===== src/rtl/mips_pkg.sv =====
// Shared PC-stage types: FSM state encoding, next-PC select codes, reset vector.
package mips_pkg;

  typedef enum logic [1:0] {
    IDLE  = 2'd0,
    FETCH = 2'd1,
    WAIT  = 2'd2,
    HALT  = 2'd3
  } pc_state_t;

  typedef enum logic [1:0] {
    SEL_PC4 = 2'd0,
    SEL_BR  = 2'd1,
    SEL_J   = 2'd2,
    SEL_JR  = 2'd3
  } pc_sel_t;

  localparam logic [31:0] PC_RESET_VEC = 32'h0000_0000;

endpackage


===== src/rtl/pc_target_mux.sv =====
// Next-PC target computation and priority select: jr > jump > taken branch > PC+4.
// The selected target is returned word-aligned; misalign_raw flags dropped low bits.
module pc_target_mux
  import mips_pkg::*;
#(
  parameter int unsigned WIDTH = 32
) (
  input  logic [WIDTH-1:0] pc,
  input  logic [WIDTH-1:0] br_off,
  input  logic [25:0]      j_index,
  input  logic [WIDTH-1:0] rs_val,
  input  logic             branch,
  input  logic             zero,
  input  logic             jump,
  input  logic             jr,
  output logic [WIDTH-1:0] pc_plus4,
  output logic [WIDTH-1:0] next_pc,
  output pc_sel_t          sel,
  output logic             misalign_raw
);

  logic [WIDTH-1:0] target;

  always_comb begin
    pc_plus4 = pc + WIDTH'(4);
    sel      = SEL_PC4;
    target   = pc_plus4;
    if (jr) begin
      sel    = SEL_JR;
      target = rs_val;
    end else if (jump) begin
      sel    = SEL_J;
      target = {pc_plus4[WIDTH-1:28], j_index, 2'b00};
    end else if (branch && zero) begin
      sel    = SEL_BR;
      target = pc_plus4 + br_off;
    end
    misalign_raw = |target[1:0];
    next_pc      = {target[WIDTH-1:2], 2'b00};
  end

endmodule


===== src/rtl/pc_update_unit.sv =====
// PC register, fetch FSM and instruction-memory valid/ready request.
// Optional PC_PERF_CNT_EN adds taken_cnt / stall_cnt performance counters.
//
// state | meaning
// IDLE  | single cycle after reset, no fetch request
// FETCH | request pc; advance on ready & advance
// WAIT  | memory stalled, request held stable
// HALT  | pc reached halt address, frozen until rst
module pc_update_unit
  import mips_pkg::*;
#(
  parameter int unsigned      WIDTH            = 32,
  parameter logic [WIDTH-1:0] RESET_VEC        = WIDTH'(PC_RESET_VEC),
  parameter logic [WIDTH-1:0] HALT_ADDR_EN_VAL = WIDTH'(32'hFFFF_FFFC)
) (
  input  logic             clk,
  input  logic             rst,
  input  logic [WIDTH-1:0] br_off,
  input  logic [25:0]      j_index,
  input  logic [WIDTH-1:0] rs_val,
  input  logic             branch,
  input  logic             zero,
  input  logic             jump,
  input  logic             jr,
  input  logic             advance,
  output logic             imem_valid,
  output logic [WIDTH-1:0] imem_addr,
  input  logic             imem_ready,
  output logic [WIDTH-1:0] pc,
  output logic [WIDTH-1:0] pc_plus4,
  output logic             misalign,
`ifdef PC_PERF_CNT_EN
  output logic [31:0]      taken_cnt,
  output logic [31:0]      stall_cnt,
`endif
  output logic             halted
);

  localparam logic [1:0] S_IDLE  = IDLE;
  localparam logic [1:0] S_FETCH = FETCH;
  localparam logic [1:0] S_WAIT  = WAIT;
  localparam logic [1:0] S_HALT  = HALT;

  logic [1:0]       state_q, state_d;
  logic [WIDTH-1:0] pc_q;
  logic [WIDTH-1:0] next_pc;
  logic             misalign_q;
  logic             misalign_raw;
  pc_sel_t          sel;
  logic             active;
  logic             at_halt;
  logic             accept;

  pc_target_mux #(.WIDTH(WIDTH)) u_mux (
    .pc           (pc_q),
    .br_off       (br_off),
    .j_index      (j_index),
    .rs_val       (rs_val),
    .branch       (branch),
    .zero         (zero),
    .jump         (jump),
    .jr           (jr),
    .pc_plus4     (pc_plus4),
    .next_pc      (next_pc),
    .sel          (sel),
    .misalign_raw (misalign_raw)
  );

  assign active  = (state_q == S_FETCH) || (state_q == S_WAIT);
  assign at_halt = (pc_q == HALT_ADDR_EN_VAL);
  // The halt address itself is never retired; the FSM parks instead.
  assign accept  = active && !at_halt && imem_ready && advance;

  always_comb begin
    state_d = state_q;
    case (state_q)
      S_IDLE:  state_d = S_FETCH;
      S_FETCH: begin
        if (at_halt)          state_d = S_HALT;
        else if (!imem_ready) state_d = S_WAIT;
      end
      S_WAIT: begin
        if (at_halt)         state_d = S_HALT;
        else if (imem_ready) state_d = S_FETCH;
      end
      default: state_d = S_HALT;
    endcase
  end

  always_ff @(posedge clk) begin
    if (rst) begin
      state_q    <= S_IDLE;
      pc_q       <= RESET_VEC;
      misalign_q <= 1'b0;
    end else begin
      state_q <= state_d;
      if (accept) pc_q <= next_pc;
      if (accept && misalign_raw && (sel != SEL_PC4)) misalign_q <= 1'b1;
    end
  end

`ifdef PC_PERF_CNT_EN
  always_ff @(posedge clk) begin
    if (rst) begin
      taken_cnt <= '0;
      stall_cnt <= '0;
    end else begin
      if (accept && (sel != SEL_PC4)) taken_cnt <= taken_cnt + 32'd1;
      if (state_q == S_WAIT)          stall_cnt <= stall_cnt + 32'd1;
    end
  end
`endif

  assign imem_valid = active;
  assign imem_addr  = pc_q;
  assign pc         = pc_q;
  assign misalign   = misalign_q;
  assign halted     = (state_q == S_HALT);

endmodule

===== config.mk =====
export PLATFORM = sky130hd
export DESIGN_NAME = pc_update_unit
export DESIGN_NICKNAME = d
export VERILOG_FILES = /design/src/rtl/mips_pkg.sv /design/src/rtl/pc_target_mux.sv /design/src/rtl/pc_update_unit.sv
export SDC_FILE = /design/constraint.sdc
export NUM_CORES = 1
export LEC_CHECK = 0
export CAP_MARGIN = 20
export CORE_MARGIN = 2
export CORE_UTILIZATION = 44
export DETAILED_ROUTE_END_ITERATION = 10
export PLACE_DENSITY = 0.83
export SKIP_CTS_REPAIR_TIMING = 1
export SLEW_MARGIN = 25
export SYNTH_ARGS = -nofsm -noshare
export SYNTH_HDL_FRONTEND = slang
export SYNTH_SLANG_ARGS = --single-unit

===== constraint.sdc =====
create_clock -name clk -period 4 [get_ports clk]
set_input_delay 0.4 -clock clk [delete_from_list [all_inputs] [get_ports clk]]
set_output_delay 0.4 -clock clk [all_outputs]
set_load 0.02 [all_outputs]

==> results.py, run 1 <==
metrics = {
    "floorplanning": {
        "core_area_mm2": 0.0104,
        "io_pins": 197,
        "rows": 37,
        "fp.dieH_um": 107,
        "fp.dieW_um": 107,
        "dieArea_mm2": 0.0115,
        "start_util": 0.454,
    },
    "cts": {
        "cts_tree": "built",
        "clockRootBuffer": "clkbuf_8",
        "clock_sinks": 33,
        "clkLatencyLatePin_ns": 0.30,
        "clockBufferDepth": 2,
        "cts_buffers": 5,
        "clkSlewWorstSetupHoldPaths_ns": 0.07,
        "ctsHtreeMaxLevel": 2,
    },
    "sta": {
        "max_freq_mhz": 263,
        "rsz0062_at_grt": "false",
        "hold_ws_ns": 0.475,
        "fin_crit_ns": 3.80,
        "period_share": 0.949,
        "slew_headroom": 0.436,
        "skew_ns": 0.00465,
        "worst_slew_pin_slew_ns": 0.844,
        "slew_viol_final": 0,
        "report.final.hold_viol_count": 0,
        "setup_violations": 0,
        "setup_slack_ns": 0.204,
    },
    "worst_setup_path": {
        "r2r-end": "imem_addr[30]",
        "worstSetupEndpoint": "imem_addr[30]",
        "cp_data_arrival_time_ns": 4.01,
        "rr_worst_depth": 14,
        "worstPathMaxFanout": 6,
        "rr_startpoint": "imem_addr[7]",
        "required_ns": 4.22,
        "critPathLaunchType": "flip-flop",
        "crit_type": "reg2reg",
        "reg2reg_slack_ns": 0.20,
        "cp-end-kind": "flip-flop",
        "cp-startpoint": "imem_addr[7]",
    },
    "logic_synthesis": {
        "ys_seq_area_frac": 0.140,
        "synth.area.top_cells": "dfxtp_1, ha_1, nor2_1",
        "synth_top_area_frac": 0.140,
        "yosysUniqueCellTypes": 73,
        "synth-main-ff-cell": "dfxtp_1",
        "synth_edf_count": 0,
        "yosysWarnings": 0,
        "syn_area_per_cell_um2": 7.25,
        "yosysTopAreaCell": "dfxtp_1",
        "syn_area_mm2": 0.00471,
        "postSynthCellCount": 649,
        "yosys_register_bits": 33,
        "async_reset_ff_frac": 0,
    },
    "drt": {
        "drcViolationCount": 0,
        "num_vias": 5817,
        "drt_wl_total_um": 19700,
        "vias_per_cell": 6.00,
        "dr.first_iter.drc_count": 409,
        "wire_per_inst_um": 20.3,
        "final_antenna_net_count": 0,
        "drtPass1Iterations": 4,
    },
    "global_routing": {
        "grt-ovfl-total": 0,
        "grt_max_degree": 44,
        "grt_first_pass_wirelength_um": 30300,
        "antenna_found_initial": 0,
        "grt_pass1_vias": 5783,
        "grt_use_total": 0.338,
    },
    "power": {
        "p_leak_nw": 2.82,
        "power_density_mw_per_mm2": 419,
        "sw_frac_of_total": 0.464,
        "peakVddDrop_mv": 0.246,
        "p_comb_frac": 0.699,
        "netSwitchingPower_mw": 1.37,
        "internal_power_mw": 1.58,
        "total_power_mw": 2.95,
        "power_frac_seq": 0.169,
        "clock_power_share": 0.132,
    },
    "placed_design": {
        "portBuffers": 190,
        "gp_congestion": 0.942,
        "dpl.hpwl_um": 15800,
        "post-place-ws_ns": 0.0116,
    },
    "finish": {
        "final_nets": 972,
        "drive_gt1_frac": 0.115,
        "antennaDiodeCount": 0,
        "final_util": 0.678,
        "area_growth_pct": 49.3,
        "most-common-layout-cells": "clkdlybuf4s50_1, nor2_1, buf_4",
        "fill_cells": 894,
        "layout_commonest_cell": "clkdlybuf4s50_1",
    },
    "run": {
        "cap_violations": 0,
    },
    "hold_path": {
        "hold_class": "reg2reg",
    },
    "status": {
        "status": "complete, no violations",
    },
}
[power groups by stage]
stage                     combinational (mW)  clock, mW  sequential [mW]
after global placement                  2.00          0            0.490
after floorplan                         1.13          0            0.578
after CTS                               2.02      0.386            0.487
after global routing                    2.22      0.401            0.506
after detailed placement                2.01          0            0.495
final                                   2.06      0.388            0.497
[logic make-up (layout without fill, tap and decap cells)]
| kind of cell | count (synthesis) | in the layout | synth area share |
|---|---|---|---|
| compound gates | 210 | 210 | 0.311 |
| xor+xnor | 38 | 38 | 0.0707 |
| fa+ha+maj | 41 | 41 | 0.111 |
| buf+inv | 87 | 267 | 0.102 |
| flops | 33 | 33 | 0.140 |
| mux | 10 | 10 | 0.0218 |
| other cells | 1 | 6 | 0.000796 |
| simple gates | 229 | 229 | 0.242 |
[worst min-delay path by stage]
stage	from	endpoint	depth (start not counted)
5_1_grt	misalign	misalign	2
6_report	misalign	misalign	2
4_1_cts	misalign	misalign	2
2_1_floorplan	state_q[1]	state_q[1]	2
3_5_place_dp	misalign	misalign	2
3_3_place_gp	misalign	misalign	2
[cells in the mapped netlist, types with 3 or more instances]
master	n
a311oi_1	4
and3_1	12
and4_1	3
nand2b_1	8
o21a_1	10
inv_1	18
nor2_1	75
buf_2	7
nand2_1	49
nand3_1	23
or3_1	8
nor4_1	4
o211ai_1	11
o21bai_1	4
a221oi_1	9
nor3b_1	4
clkbuf_1	23
o21ai_0	33
a31oi_1	3
o311ai_0	3
ha_1	40
a211oi_2	6
buf_4	37
a211oi_1	24
a21o_1	11
o221ai_1	3
a21oi_1	47
xor2_1	16
and2_1	5
xnor2_1	22
o21ai_1	6
nand4_1	9
o2bb2ai_1	3
dfxtp_1	33
mux2i_1	8
nor3_1	15
o31ai_1	4
o22ai_1	4
[through the flow]
step / setup TNS, ns / cell area (µm²) / instances
CTS: -0.0492 / 6920 / 968
finish: 0 / 7030 / 970
detailed placement: 0 / 6780 / 960
floorplan: 0 / 4760 / 654
global placement: 0 / 6780 / 960
global route: 0 / 7030 / 970
[cell type report]
| type | instances | area [µm²] | area share |
|---|---|---|---|
| Tap cell | 136 | 170 | 0.0242 |
| Clock inverter | 3 | 65.1 | 0.00926 |
| Timing Repair Buffer | 240 | 2280 | 0.324 |
| Multi-Input combinational cell | 534 | 3710 | 0.528 |
| Clock buffer | 5 | 68.8 | 0.00979 |
| Inverter | 19 | 71.3 | 0.0101 |
| Sequential cell | 33 | 664 | 0.0945 |
[per-layer routing]
metal,wire [µm],track usage,up-vias
met5,0,0,-
met1,7510,0.386,2673
li1,-,-,2739
met2,9200,0.582,337
met4,1270,0.196,0
met3,1700,0.0672,68
[flip-flops by register name (all words and copies together), names as in the netlist]
signal	count
imem_addr	30
state_q	2
misalign	1
[critical path: stages, from the launching register on]
cell and delay (ns):
dfxtp_1 0.38, nand3_4 0.14, nor4_4 0.43, nand2_2 0.13, or3_1 0.41, xnor2_2 0.36, ha_4 0.27, a21o_1 0.17
a21oi_2 0.22, o21bai_1 0.10, a21o_1 0.18, a221oi_1 0.32, xor2_1 0.11, a211o_1 0.27, a211oi_1 0.23
Note: power is estimated with default switching activity, not from simulation.
==> inputs of run 2 (changes only) <==
--- a/config.mk
+++ b/config.mk
@@ -5,10 +5,11 @@
 export SDC_FILE = /design/constraint.sdc
 export NUM_CORES = 1
 export LEC_CHECK = 0
-export CAP_MARGIN = 20
+export CAP_MARGIN = 10
 export CORE_MARGIN = 2
 export CORE_UTILIZATION = 44
 export DETAILED_ROUTE_END_ITERATION = 10
+export GPL_ROUTABILITY_DRIVEN = 0
 export PLACE_DENSITY = 0.83
 export SKIP_CTS_REPAIR_TIMING = 1
 export SLEW_MARGIN = 25
==> run 2 against run 1 <==
Against the previous run: wire length down 1.0%; flip-flop and latch count unchanged; critical endpoint is now imem_addr[25]; first-iteration DRC count up 17%; critical path depth up 1; clock power fell by 10%; sequential share of layout area increased by 0.16 points; core utilization fell by 0.89 points.
==> results.py, run 2 (synthesized netlist as in run 1, its figures left out) <==
metrics = {
    "status": {
        "status": "complete, no violations",
    },
    "placed_design": {
        "dp_cells": 948,
        "portBuffers": 190,
        "dpl.hpwl_um": 15100,
    },
    "finish": {
        "multi_input_comb_area_mm2": 0.00370,
        "area_growth_pct": 47.3,
        "largest_reg_flops": 30,
        "fill_cells": 876,
        "final_nets": 963,
        "layout_commonest_cell": "clkdlybuf4s50_1",
        "final_cells": 961,
        "final-seq-area_um2": 667,
        "most-common-layout-cells": "clkdlybuf4s50_1, nor2_1, nand2_1",
        "drive_gt1_frac": 0.107,
        "antennaDiodeCount": 0,
    },
    "global_routing": {
        "grt_first_pass_wirelength_um": 30100,
        "use_met1": 0.387,
        "grt-ovfl-total": 0,
        "grt.met3_usage": 0.0817,
        "antenna_found_initial": 0,
        "grt_use_total": 0.330,
        "grt_max_degree": 44,
        "grt_busiest_layer": "met2",
        "grt_pass1_vias": 5835,
        "grt_use_met2": 0.557,
    },
    "power": {
        "peakVddDrop_mv": 0.248,
        "power_frac_seq": 0.177,
        "p_comb_frac": 0.701,
        "p_leak_nw": 2.77,
        "netSwitchingPower_mw": 1.36,
        "internal_power_mw": 1.51,
        "power_density_mw_per_mm2": 414,
        "sw_frac_of_total": 0.473,
        "clock_power_share": 0.121,
    },
    "worst_setup_path": {
        "critPathLaunchType": "flip-flop",
        "crit_type": "reg2reg",
        "worstPathMaxFanout": 6,
        "cp-end-kind": "flip-flop",
        "crit_buf_inv": 2,
        "cp_data_arrival_time_ns": 4.07,
        "crit_family": "compound AO/OA/AOI/OAI gates",
        "slowest_delay_ns": 0.45,
        "slowest_stage": "a221o_2",
        "cp_cell_sequence": "buf_4 -> nand4_4 -> nor4_4 -> buf_4 -> nand2_1 -> xnor2_2 -> ha_1 -> o21ai_1 -> o21ai_1 -> a221o_1 -> a221o_2 -> nor3b_2 -> mux2_1 -> a21oi_1 -> a211oi_2",
        "required_ns": 4.18,
    },
    "cts": {
        "cts_tree": "built",
        "clkSlewWorstSetupHoldPaths_ns": 0.08,
        "ctsHtreeMaxLevel": 2,
        "cts_buffers": 5,
        "clockRootBuffer": "clkbuf_8",
        "clockBufferDepth": 2,
        "clkLatencyLatePin_ns": 0.30,
        "clock_sinks": 33,
    },
    "floorplanning": {
        "fp.dieH_um": 107,
        "io_pins": 197,
        "dieArea_mm2": 0.0115,
        "core_area_mm2": 0.0104,
        "rows": 37,
        "start_util": 0.454,
        "fp.dieW_um": 107,
    },
    "sta": {
        "report.final.hold_viol_count": 0,
        "skew_ns": 0.00514,
        "rsz0062_at_grt": "true",
        "fin_crit_ns": 3.89,
        "setup_violations": 0,
        "period_share": 0.974,
        "tns_ns": 0,
        "worst_slew_pin_slew_ns": 0.763,
        "slew_viol_final": 0,
        "slew_headroom": 0.490,
        "max_freq_mhz": 257,
    },
    "drt": {
        "final_antenna_net_count": 0,
        "drcViolationCount": 0,
        "drtPass1Iterations": 5,
        "vias_per_cell": 6.22,
        "wire_per_inst_um": 20.3,
        "num_vias": 5980,
        "dr.first_iter.drc_count": 480,
        "drt_wl_total_um": 19500,
    },
    "hold_path": {
        "hold_class": "reg2reg",
    },
    "run": {
        "cap_violations": 0,
    },
}
-- run 2: worst paths after layout --
path	from	end	slack (ns)	cells past startpoint
worst max-delay path	imem_addr[2]	imem_addr[25]	0.11	15
worst max register to register	imem_addr[2]	imem_addr[25]	0.11	15
worst min register to register	misalign	misalign	0.49	2
worst min-delay path	misalign	misalign	0.49	2
-- run 2: tightest hold or removal path: cells and delay by family, from the launching register on --
kind,cells,cell delay (ns)
flip-flops,1,0.34
AND/OR/NAND/NOR,1,0.07
AO/OA/AOI/OAI,1,0.05
-- run 2: metrics by stage --
stage	instance area, µm²	total power, mW	hold slack, ns	utilization	setup slack [ns]
6_report	6940	2.87	0.486	0.669	0.105
5_1_grt	6940	3.03	0.518	0.669	-0.0392
4_1_cts	6810	2.80	0.484	0.656	-0.0720
3_5_place_dp	6690	2.45	0.465	0.645	-0.0564
3_3_place_gp	6690	2.41	0.455	0.645	0.176
2_1_floorplan	4760	1.71	0.514	-	0.00635
-- run 2: metal layers --
layer,wire length [µm],share of wire,vias up
li1,-,-,2715
met1,7050,0.36,2744
met2,9050,0.46,432
met3,2260,0.12,89
met4,1120,0.057,0
met5,0,0,-
-- run 2: final cells by class --
type | instances | share of cell area
sequential | 33 | 0.0961
multi-input combinational | 534 | 0.534
inverter | 19 | 0.0103
clock inverter | 1 | 0.00433
clock buffer | 7 | 0.0124
timing repair buffer | 231 | 0.319
tap | 136 | 0.0245
-- run 2: power by group through the flow --
stage | logic (mW) | registers (mW) | clock network (mW)
after floorplan | 1.13 | 0.578 | 0
after global placement | 1.91 | 0.500 | 0
after detailed placement | 1.94 | 0.505 | 0
after CTS | 1.96 | 0.498 | 0.346
after global routing | 2.15 | 0.519 | 0.364
final | 2.01 | 0.509 | 0.348
==> inputs of run 3 (changes only) <==
--- a/config.mk
+++ b/config.mk
@@ -6,7 +6,6 @@
 export NUM_CORES = 1
 export LEC_CHECK = 0
 export CAP_MARGIN = 10
-export CORE_MARGIN = 2
 export CORE_UTILIZATION = 44
 export DETAILED_ROUTE_END_ITERATION = 10
 export GPL_ROUTABILITY_DRIVEN = 0
==> run 3 against run 2 <==
Against the previous run: sequential share of layout area hardly changed; largest power group unchanged; fmax is 0.39% higher; critical endpoint is now imem_addr[30]; count of clock-buffer cells in the layout stayed put; clock skew is 0.0031 ns higher; design area is 0.18% higher; total power is 2.2% lower; via count is 0.18% higher.
==> results.py, run 3 (synthesized netlist as in run 1, its figures left out) <==
metrics = {
    "status": {
        "status": "complete, no violations",
    },
    "global_routing": {
        "grt_first_pass_wirelength_um": 29200,
        "grt-ovfl-total": 0,
        "antenna_found_initial": 0,
        "grt_use_total": 0.331,
        "grt_pass1_vias": 5807,
        "grt_max_degree": 44,
    },
    "floorplanning": {
        "start_util": 0.454,
        "io_pins": 197,
        "fp.dieH_um": 105,
        "dieArea_mm2": 0.0111,
        "fp.dieW_um": 105,
        "core_area_mm2": 0.0104,
        "rows": 37,
    },
    "sta": {
        "setup_violations": 0,
        "skew_ns": 0.00823,
        "tns_ns": 0,
        "slew_viol_final": 0,
        "report.final.hold_viol_count": 0,
        "max_freq_mhz": 258,
        "period_share": 0.970,
        "fin_crit_ns": 3.88,
        "worst_slew_pin_slew_ns": 0.721,
        "hold_ws_ns": 0.504,
        "slew_headroom": 0.519,
    },
    "worst_setup_path": {
        "cp-startpoint": "imem_addr[13]",
        "rr_startpoint": "imem_addr[13]",
        "worstPathMaxFanout": 5,
        "critPathLaunchType": "flip-flop",
        "crit_type": "reg2reg",
        "cp-end-kind": "flip-flop",
        "required_ns": 4.20,
        "cp_data_arrival_time_ns": 4.08,
    },
    "finish": {
        "final_nets": 967,
        "layout_commonest_cell": "clkdlybuf4s50_1",
        "most-common-layout-cells": "clkdlybuf4s50_1, nor2_1, nand2_1",
        "largest_reg_flops": 30,
        "area_growth_pct": 47.6,
        "antennaDiodeCount": 0,
        "drive_gt1_frac": 0.106,
    },
    "cts": {
        "clkSlewWorstSetupHoldPaths_ns": 0.07,
        "clock_sinks": 33,
        "clockRootBuffer": "clkbuf_8",
        "clockBufferDepth": 2,
        "ctsHtreeMaxLevel": 2,
        "cts_tree": "built",
        "clkLatencyLatePin_ns": 0.29,
        "cts_buffers": 5,
    },
    "hold_path": {
        "hold_class": "reg2reg",
        "hold_start": "misalign",
    },
    "drt": {
        "dr.first_iter.drc_count": 529,
        "vias_per_cell": 6.21,
        "drcViolationCount": 0,
        "final_antenna_net_count": 0,
        "drtPass1Iterations": 5,
        "num_vias": 5991,
        "drt_wl_total_um": 19100,
        "wire_per_inst_um": 19.8,
    },
    "power": {
        "p_leak_nw": 2.77,
        "power_density_mw_per_mm2": 404,
        "peakVddDrop_mv": 0.285,
    },
    "placed_design": {
        "dpl.hpwl_um": 15000,
        "portBuffers": 190,
    },
    "run": {
        "cap_violations": 0,
    },
}
[run 3: worst max-delay path, cell delays in order (launching register included)]
cell and delay [ns]:
dfxtp_1 0.42, nand3_2 0.16, nor4_4 0.37, nand2_1 0.18, or3_1 0.42, xnor2_2 0.28, ha_1 0.32, a21o_1 0.19
a21oi_2 0.20, o21bai_1 0.09, a21o_1 0.17, a221oi_1 0.37, xor2_1 0.11, a211o_1 0.28, a211oi_1 0.22
[run 3: layer usage]
| metal | part of all wire | track usage | vias to the layer above |
|---|---|---|---|
| met2 | 0.46 | 0.563 | 415 |
| met1 | 0.38 | 0.387 | 2760 |
| li1 | - | - | 2730 |
| met5 | 0 | 0 | - |
| met4 | 0.067 | 0.176 | 0 |
| met3 | 0.097 | 0.0730 | 86 |
[run 3: final cells by class]
type                            count  area [µm²]
Tap cell                          136         170
Multi-Input combinational cell    534        3710
Sequential cell                    33         668
Timing Repair Buffer              235        2240
Inverter                           19        71.3
Clock buffer                        7        86.3
Fill cell                         900        3420
[run 3: final timing paths]
path,cells after the start,slack [ns],end
worst max-delay path,14,0.12,imem_addr[30]
worst max register to register,14,0.12,imem_addr[30]
worst min-delay path,2,0.50,misalign
worst min register to register,2,0.50,misalign
[run 3: where the power goes]
group	switching [mW]	leakage [nW]	internal, mW	total (mW)
clock	0.127	0.0443	0.137	0.264
sequential	0.111	0.271	0.404	0.515
combinational	1.11	2.46	0.913	2.03
[run 3: stage by stage]
step                power [mW]   util  setup slack (ns)  std cells  cell area (µm²)
floorplan                 1.71      -           0.00635        654             4760
global placement          2.41  0.647            0.0984        951             6710
detailed placement        2.46  0.647            0.0173        951             6710
CTS                       2.73  0.656          -0.00816        958             6800
global route              2.96  0.670           -0.0172        964             6950
finish                    2.81  0.670             0.120        964             6950
